===== config.mk =====
export PLATFORM = sky130hd
export DESIGN_NAME = demux_1xn_stripe
export DESIGN_NICKNAME = d
export VERILOG_FILES = /design/src/rtl/demux_1xn_stripe.sv
export SDC_FILE = /design/constraint.sdc
export NUM_CORES = 1
export LEC_CHECK = 0
export ABC_AREA = 1
export CELL_PAD_IN_SITES_DETAIL_PLACEMENT = 0
export CELL_PAD_IN_SITES_GLOBAL_PLACEMENT = 1
export CORE_MARGIN = 2
export CORE_UTILIZATION = 52
export DETAILED_ROUTE_END_ITERATION = 8
export DONT_BUFFER_PORTS = 1
export PLACE_DENSITY = 0.87
export SYNTH_ARGS = -nofsm -noshare
export SYNTH_HDL_FRONTEND = slang
export SYNTH_SLANG_ARGS = --single-unit

===== constraint.sdc =====
create_clock -name clk -period 5.8 [get_ports clk]
set_input_delay 0.58 -clock clk [delete_from_list [all_inputs] [get_ports clk]]
set_output_delay 0.58 -clock clk [all_outputs]
set_load 0.02 [all_outputs]

===== src/rtl/demux_1xn_stripe.sv =====
//==============================================================================
// Module      : demux_1xn_stripe
// Description : Stripes a serial stream of DATA_W-bit words round-robin across
//               up to LANES output lanes. Each completed group appears on all
//               lanes in the same cycle. The active lane count is taken from
//               lane_cfg at each group start. A partial group is emitted on
//               an idle timeout or on an explicit flush.
// Revision    : 1.0 - initial release
//==============================================================================
`default_nettype none

module demux_1xn_stripe #(
    parameter int DATA_W       = 8,
    parameter int LANES        = 4,
    parameter int IDLE_TIMEOUT = 4
) (
    input  logic                      clk,
    input  logic                      reset,
    input  logic                      in_valid,
    input  logic [DATA_W-1:0]         in_data,
    input  logic [1:0]                lane_cfg,
    input  logic                      flush,
    output logic [LANES-1:0]          out_valid,
    output logic [LANES*DATA_W-1:0]   out_data,
    output logic                      out_partial,
    output logic [7:0]                grp_cnt
);

    localparam int PTR_W = $clog2(LANES);
    localparam int IDL_W = $clog2(IDLE_TIMEOUT + 1);

    localparam logic [3:0]       C_LANES     = 4'(LANES);
    localparam logic [IDL_W-1:0] C_IDLE_LAST = IDL_W'(IDLE_TIMEOUT - 1);

    // Group assembly state
    logic [PTR_W-1:0]                ptr_q, ptr_d;
    logic [3:0]                      act_q, act_d;
    logic [LANES-1:0][DATA_W-1:0]    stage_q, stage_d;
    logic [LANES-1:0]                stv_q, stv_d;
    logic [IDL_W-1:0]                idle_q, idle_d;

    // Output registers
    logic [LANES-1:0]                out_valid_q, out_valid_d;
    logic [LANES*DATA_W-1:0]         out_data_q, out_data_d;
    logic                            out_partial_q, out_partial_d;
    logic [7:0]                      grp_q, grp_d;

    // Decoded and clamped lane request, plus emit qualifiers
    logic [3:0]                      cfg_cnt;
    logic [3:0]                      cfg_clamp;
    logic                            full_grp;
    logic                            timeout;
    logic                            partial;
    logic                            emit;

    // Translate the 2-bit lane code into a lane count no larger than LANES
    always_comb begin
        cfg_cnt   = 4'd1 << lane_cfg;
        cfg_clamp = (cfg_cnt > C_LANES) ? C_LANES : cfg_cnt;
    end

    // Next-state logic: accept the incoming word, then decide whether to emit
    always_comb begin
        act_d         = act_q;
        ptr_d         = ptr_q;
        stage_d       = stage_q;
        stv_d         = stv_q;
        out_valid_d   = '0;
        out_partial_d = 1'b0;
        out_data_d    = out_data_q;
        grp_d         = grp_q;

        // The lane count is sampled only at the first word of a group
        if ((ptr_q == '0) && in_valid) begin
            act_d = cfg_clamp;
        end

        // Full when this word lands in the last active lane of the group
        full_grp = in_valid && (4'(ptr_q) == (act_d - 4'd1));

        // Timeout fires on the idle edge that completes IDLE_TIMEOUT idle cycles
        timeout  = !in_valid && (ptr_q != '0) && (idle_q == C_IDLE_LAST);

        if (in_valid) begin
            stage_d[ptr_q] = in_data;
            stv_d[ptr_q]   = 1'b1;
            ptr_d          = ptr_q + PTR_W'(1);
        end

        // A flush or timeout only counts as partial if the group is not already full
        partial = !full_grp && (timeout || (flush && (|stv_d)));
        emit    = full_grp || partial;

        if (emit) begin
            out_valid_d   = stv_d;
            out_partial_d = partial;
            grp_d         = grp_q + 8'd1;
            for (int i = 0; i < LANES; i++) begin
                if (stv_d[i]) begin
                    out_data_d[i*DATA_W +: DATA_W] = stage_d[i];
                end
            end
            ptr_d = '0;
            stv_d = '0;
        end

        // Idle counting runs only while a partial group is pending
        if ((ptr_d == '0) || in_valid) begin
            idle_d = '0;
        end else begin
            idle_d = idle_q + IDL_W'(1);
        end
    end

    // State and output registers with asynchronous reset
    always_ff @(posedge clk or posedge reset) begin
        if (reset) begin
            ptr_q         <= '0;
            act_q         <= 4'd1;
            stage_q       <= '0;
            stv_q         <= '0;
            idle_q        <= '0;
            out_valid_q   <= '0;
            out_data_q    <= '0;
            out_partial_q <= 1'b0;
            grp_q         <= '0;
        end else begin
            ptr_q         <= ptr_d;
            act_q         <= act_d;
            stage_q       <= stage_d;
            stv_q         <= stv_d;
            idle_q        <= idle_d;
            out_valid_q   <= out_valid_d;
            out_data_q    <= out_data_d;
            out_partial_q <= out_partial_d;
            grp_q         <= grp_d;
        end
    end

    assign out_valid   = out_valid_q;
    assign out_data    = out_data_q;
    assign out_partial = out_partial_q;
    assign grp_cnt     = grp_q;

endmodule

`default_nettype wire


==> metrics.md, run 1 <==
| Metric | Value |
|---|---|
| Run status | `finished, final reports clean` |
| Post-route clock period utilization | `between 40 and 50%` |
| Critical path peak fanout | `25` |
| Hold Crit Class | `input pin to async pin` |
| Clock Tree Root | `clkbuf_8` |
| Synth Area in Adders | `approximately 2.2%` |
| Pwr/cell area | `approximately 560 nW/um2` |
| Total power | `around 0.0024 W` |
| Grt total ovfl | `0` |
| Residual DRC | `0` |
| Final Hold Fails | `0` |
| Final-stage net count | `433` |
| FMAX | `0.391 GHz` |
| CTS tree | `yes` |
| Worst Reg-to-Reg Cells | `11` |
| Layout cell share with drive strength beyond 1 | `between 10 and 15%` |
| Met3 WL | `between 400 and 500 um` |
| Pin count of the biggest net entering global routing | `68` |
| Crit path DAT | `2.82 ns` |
| Post-CTS Setup Inserts | `0` |
| DR vias/cell | `4.87` |
| Worst reg2reg endpoint | `out_data[19]$_DFFE_PP0P_` |
| Clock sink total | `90` |
| Dpl cells | `500` |
| Clock Tree Buf Depth | `2` |
| Startpoint types | `flop` |
| Worst Tran Pin Value | `approximately 0.85 ns` |
| Core area | `around 7300 um2` |
| DR WL/cell | `13.7 um` |
| Antenna viol nets, final | `0` |
| Ports | `a little under 60` |
| Die X-Extent | `just over 90 um` |
| Post-synthesis simple-gate area fraction | `between 15 and 20%` |
| Worst slew margin | `between 40% and 50%` |
| Area Overhead vs Synth | `6.54%` |
| Synth Area in XOR/XNOR | `between 1 and 1.5%` |
| Routed wire length | `approximately 7100 um` |
| Vias in the first global route | `~2,500` |
| Mapped Nets | `433` |
| Mapped Area | `3940 um2` |
| CTS H-Tree Depth | `3` |
| DR pass1 iterations | `4` |
| Chip height | `between 90 and 100 um` |
| Post-synthesis sequential area ratio | `between 50% and 60%` |
| CP Capture Type | `flop` |
| #FFs+latches synth | `90` |
| Setup CP Type | `flop to flop` |
| Final Max Tran Viols | `0` |
| Post-route design area | `4200 um2` |
| Met2 WL | `between 3000 and 4000 um` |
| Reg-to-reg slack, setup | `around 3.2 ns` |
| Area share of the largest cell type after synthesis | `between 50% and 60%` |
| Final Setup Violations | `0` |
| Starting density of the core | `around 54%` |
| Gate Count Post-Synth | `around 400` |
| Post-cts resize count | `0` |
| Final core utilization | `roughly 58%` |
| Syn avg cell area | `9.57 um2` |
| Area fraction in compound gates after synthesis | `between 10% and 20%` |
| Detailed-route via count | `about 2,500` |
| Distinct cells, synth | `31` |
| CTS buffer count | `9` |
| Antenna fix cells | `0` |
| Area contributors post-synth | `dfrtp_1, nand2_1, inv_1` |
| R2R Path Start | `ptr_q[0]$_DFF_PP0_` |
| Fin Clk Skew | `0.00750 ns` |
| GP Congestion | `about 0.8` |
| Largest family of logic cells by synthesized area | `simple AND/OR/NAND/NOR gates` |
| Syn. warnings | `0` |
| Req. time, crit path | `6.06 ns` |
| Setup TNS | `0 ns` |
| # port buffers | `0` |
| Starting DRT DRC Count | `185` |
| Die ar. | `8290 um2` |
| Multiplexer share of the synthesized area | `0%` |
| First-pass GRT wire length | `about 12,000 um` |
| Gr usage total | `about a fifth` |
| Hold buffer count at cts | `0` |
| Final worst path period need | `2.56 ns` |
| Peak VDD IR | `0.000258 V` |
| Max cap viols | `0` |
| Static Leak | `2.30 nW` |
| Top layer in use | `met4` |
| Met1 WL | `3280 um` |
| # rows | `31` |
| Filler Cells Inserted | `about 700` |
| Dpl hpwl | `approximately 4800 um` |
| Clock transition at path regs | `~0.090 ns` |
| Post-Place Cell Area | `roughly 4000 um2` |
| Yosys top cell by area | `dfrtp_1` |
| RSZ-0062 raised after global routing | `no` |
| Finished Layout Cells | `between 500 and 600` |
| Initial antenna violation count | `0` |
| Skew-Pair Late Insertion Delay | `0.35 ns` |
==> cells in the mapped netlist (all sizes together) <==
master and count:
dfstp 1, xnor2 1, o21a 32, nand3 9, nor3 1, nor2 21
dfrtp 89, nand3b 1, clkbuf 4, or2 1, buf 8, inv 76
a21oi 3, o2111ai 1, o21ai 40, nand2 111, nand4 2, ha 7
xor2 4
==> report_power, final <==
| part | internal (W) | switching [W] | total [W] |
|---|---|---|---|
| sequential | 0.000889 | 0.000300 | 0.00119 |
| clock | 0.000255 | 0.000213 | 0.000468 |
| combinational | 0.000269 | 0.000446 | 0.000714 |
| total | 0.00141 | 0.000958 | 0.00237 |
==> placed cells by master, fill, tap and decap left out <==
cell | Yosys | layout
nand2_8 | 2 | 2
o21ai_2 | 9 | 9
nand3_1 | 9 | 9
nor2_1 | 20 | 20
clkbuf_1 | 4 | 2
inv_2 | 1 | 1
o2111ai_1 | 1 | 1
xor2_1 | 4 | 4
inv_1 | 75 | 74
o21ai_1 | 4 | 4
nor3_1 | 1 | 1
o21ai_0 | 27 | 27
nor2_2 | 1 | 1
nand3b_1 | 1 | 1
clkbuf_8 | 0 | 10
clkinv_2 | 0 | 1
nand2_1 | 97 | 97
nand4_1 | 2 | 2
nand2_4 | 7 | 7
clkinvlp_4 | 0 | 2
or2_2 | 1 | 1
bufinv_16 | 0 | 2
a21oi_1 | 1 | 1
a21oi_2 | 2 | 2
dfrtp_1 | 89 | 89
dfstp_2 | 1 | 1
o21a_1 | 32 | 32
xnor2_1 | 1 | 1
ha_1 | 7 | 7
buf_4 | 1 | 1
nand2_2 | 5 | 5
==> flip-flops by register name, indices dropped and copies added (netlist names) <==
name         cells
stage_q         32
idle_q           3
stv_q            4
ptr_q            2
out_data        32
act_q            4
out_valid        4
out_partial      1
grp_cnt          8
==> area by class of cell <==
type                            count  area, um2  area share [%]
Inverter                           76        287            6.82
Clock buffer                       12        145            3.46
Sequential cell                    90       2250            53.6
Clock inverter                      4       75.1            1.79
Timing Repair Buffer                1       7.51           0.179
Multi-Input combinational cell    234       1310            31.2
Tap cell                           99        124            2.95
==> cells by family after synthesis <==
family,Yosys count
XOR/XNOR,5
adder cells (fa/ha/maj),7
buffers and inverters,88
AO/OA/AOI/OAI,76
flip-flops,90
AND/OR/NAND/NOR,146
==> how the worst max path moves through the flow <==
stage | from | endpoint | slack, ns
global route | ptr_q[0]$_DFF_PP0_ | out_data[12]$_DFFE_PP0P_ | 2.99
detailed placement | ptr_q[0]$_DFF_PP0_ | out_data[22]$_DFFE_PP0P_ | 3.25
finish | ptr_q[0]$_DFF_PP0_ | out_data[19]$_DFFE_PP0P_ | 3.24
CTS | ptr_q[0]$_DFF_PP0_ | out_data[19]$_DFFE_PP0P_ | 3.21
global placement | ptr_q[0]$_DFF_PP0_ | out_data[8]$_DFFE_PP0P_ | 3.34
floorplan | reset | act_q[1]$_DFF_PP0_ | 2.89
==> per-layer routing <==
layer / up-vias / global-route usage (%)
li1: 1270 / -
met1: 1182 / 26.1
met2: 50 / 28.0
met3: 10 / 6.97
met4: 0 / 6.44
met5: - / 0
==> through the flow <==
step	worst slack [ns]	hold WS, ns
floorplan	2.89	0.410
global placement	3.34	0.422
detailed placement	3.25	0.429
CTS	3.21	0.0730
global route	2.99	0.0852
finish	3.24	0.0727
==> critical path, stage by stage (launching register included) <==
cell and delay [ns]:
dfrtp_1 0.44, inv_1 0.11, ha_1 0.30, nand2_8 0.19, inv_2 0.09, nor2_1 0.21, nand4_1 0.21, a21oi_2 0.28
nand2_4 0.24, nand2_4 0.23, nand2_1 0.07, o21ai_0 0.09
Power figures use the tool's default switching activity.
==> run 2: changes to the inputs <==
CORE_UTILIZATION = 48   (was 52)
PLACE_DENSITY = 0.81   (was 0.87)
clock period = 2.4 ns   (was 5.8 ns; I/O delays follow)
==> metrics.md, run 2 (synthesis gave the netlist of run 1 again) <==
| Metric | Value |
|---|---|
| Delay-heaviest family, CP | `simple AND/OR/NAND/NOR gates` |
| Static Leak | `between 2 and 2.5 nW` |
| Clock Tree Root | `clkbuf_8` |
| Routed wire length | `7150 um` |
| Filler Cells Inserted | `792` |
| Startpoint types | `flop` |
| Final Hold Fails | `0` |
| Setup CP Type | `flop to flop` |
| Final Setup Violations | `0` |
| Area Overhead vs Synth | `8.66%` |
| Most common cell after layout, fill and taps aside | `nand2_1` |
| Post-route clock period utilization | `89.9%` |
| Gr usage total | `a little under a fifth` |
| HP Start | `in_valid` |
| CP Capture Type | `flop` |
| Hold Crit Class | `input pin to flop` |
| Critical path peak fanout | `22` |
| DR WL/cell | `approximately 14 um` |
| Max cap viols | `0` |
| Final-stage net count | `441` |
| WP buf/inv | `2` |
| DR pass1 iterations | `4` |
| Dpl cells | `513` |
| Dpl hpwl | `4990 um` |
| Worst Tran Pin Value | `slightly above 0.5 ns` |
| Antenna fix cells | `0` |
| Starting DRT DRC Count | `roughly 120` |
| Starting density of the core | `slightly below 50%` |
| Crit-path cells | `buf_4, ha_1, nand2_4, inv_1, nor2_1, nand4_1, a21oi_4, nand2_8, nand2_4, nand2_1, o21ai_0` |
| R2R Path Start | `ptr_q[0]$_DFF_PP0_` |
| Most frequent cells in the layout | `nand2_1, dfrtp_1, inv_1` |
| Clock sink total | `90` |
| Core area | `about 8100 um2` |
| Finished Layout Cells | `around 530` |
| CTS tree | `yes` |
| Antenna viol nets, final | `0` |
| Worst slew margin | `around 66%` |
| Layout cell share with drive strength beyond 1 | `roughly an eighth` |
| Final Max Tran Viols | `0` |
| Grt total ovfl | `0` |
| Clock Tree Buf Depth | `2` |
| Fin Clk Skew | `0.0100 ns` |
| Pwr/cell area | `between 1000 and 1500 nW/um2` |
| # rows | `33` |
| Run status | `finished, final reports clean` |
| DR vias/cell | `~4.8` |
| Slowest stage cell, crit path | `dfrtp_1` |
| GP Congestion | `between 0.8 and 0.9` |
| Chip height | `around 95 um` |
| Vias in the first global route | `about 2,500` |
| Req. time, crit path | `2.68 ns` |
| CP startpoint | `ptr_q[0]$_DFF_PP0_` |
| FMAX | `0.463 GHz` |
| Most used cell, CP | `nand2_4` |
| Die X-Extent | `approximately 95 um` |
| Crit-path max cell delay | `0.38 ns` |
| Clock transition at path regs | `roughly 0.090 ns` |
| Die ar. | `8950 um2` |
| Setup TNS | `0 ns` |
| Crit path DAT | `2.43 ns` |
| Final worst path period need | `~2.2 ns` |
| Ports | `between 50 and 60` |
| # port buffers | `0` |
| RSZ-0062 raised after global routing | `no` |
| First-pass GRT wire length | `12,200 um` |
| Skew-Pair Late Insertion Delay | `between 0.3 and 0.4 ns` |
| CTS H-Tree Depth | `3` |
| Detailed-route via count | `2,517` |
| Initial antenna violation count | `0` |
| Residual DRC | `0` |
| Pin count of the biggest net entering global routing | `70` |
| CTS buffer count | `9` |
| Peak VDD IR | `0.000524 V` |
-- run 2: area by class of cell --
class                      count  area, um2  area share [%]
inverter                      76        289            6.75
sequential                    90       2250            52.6
tap                          105        131            3.07
clock buffer                  10        138            3.21
multi-input combinational    234       1330            31.0
clock inverter                 5       62.6            1.46
timing repair buffer           9       82.6            1.93
-- run 2: metal layers --
metal | global-route usage [%] | vias up | part of all wire, %
met4 | 6.88 | 0 | 1.6
li1 | - | 1285 | -
met3 | 5.27 | 8 | 5.6
met1 | 24.7 | 1175 | 47
met2 | 27.5 | 49 | 46
met5 | 0 | - | 0
-- run 2: worst reg2reg max path, stage by stage, from the launching register on --
cell     delay (ns)
dfrtp_1        0.38
buf_4          0.15
ha_1           0.22
nand2_4        0.08
inv_1          0.04
nor2_1         0.20
nand4_1        0.23
a21oi_4        0.27
nand2_8        0.17
nand2_4        0.20
nand2_1        0.07
o21ai_0        0.08
-- run 2: repair_timing --
item,CTS,global route
hold buffers,1,0
setup endpoints to repair,0,32
hold endpoints to repair,21,0
setup buffers,0,0
resized for setup,0,3
-- run 2: final timing paths --
kind,endpoint,slack [ns],cells past startpoint
setup / recovery,out_data[18]$_DFFE_PP0P_,0.24,11
hold / removal,ptr_q[0]$_DFF_PP0_,0.04,2
setup reg to reg,out_data[18]$_DFFE_PP0P_,0.24,11
hold reg to reg,idle_q[0]$_DFF_PP0_,0.44,1
max in group asynchronous,act_q[0]$_DFF_PP1_,1.27,3
min in group asynchronous,out_data[1]$_DFFE_PP0P_,0.39,2
-- run 2: stage by stage --
| stage | total power (W) | hold slack, ns | area (um2) | util (%) | setup WS (ns) |
|---|---|---|---|---|---|
| after CTS | 0.00578 | 0.0269 | 4270 | 52.7 | 0.122 |
| after global placement | 0.00466 | 0.161 | 4060 | 50.1 | 0.153 |
| after global routing | 0.00622 | 0.0388 | 4280 | 52.9 | 0.0270 |
| after detailed placement | 0.00472 | 0.170 | 4060 | 50.1 | 0.117 |
| final | 0.00572 | 0.0365 | 4280 | 52.9 | 0.242 |
| after floorplan | 0.00438 | 0.395 | 3950 | - | 0.301 |
-- run 2: power breakdown --
| part | switching, W | total, W | internal [W] |
|---|---|---|---|
| registers | 0.000716 | 0.00287 | 0.00215 |
| logic | 0.00111 | 0.00182 | 0.000713 |
| clock network | 0.000528 | 0.00104 | 0.000509 |
| total | 0.00235 | 0.00572 | 0.00337 |
==> run 3: changes to the inputs <==
CAP_MARGIN = 20   (was default)
==> results of run 3 <==
The final DEF is identical to that of run 2; final timing and power are the same.
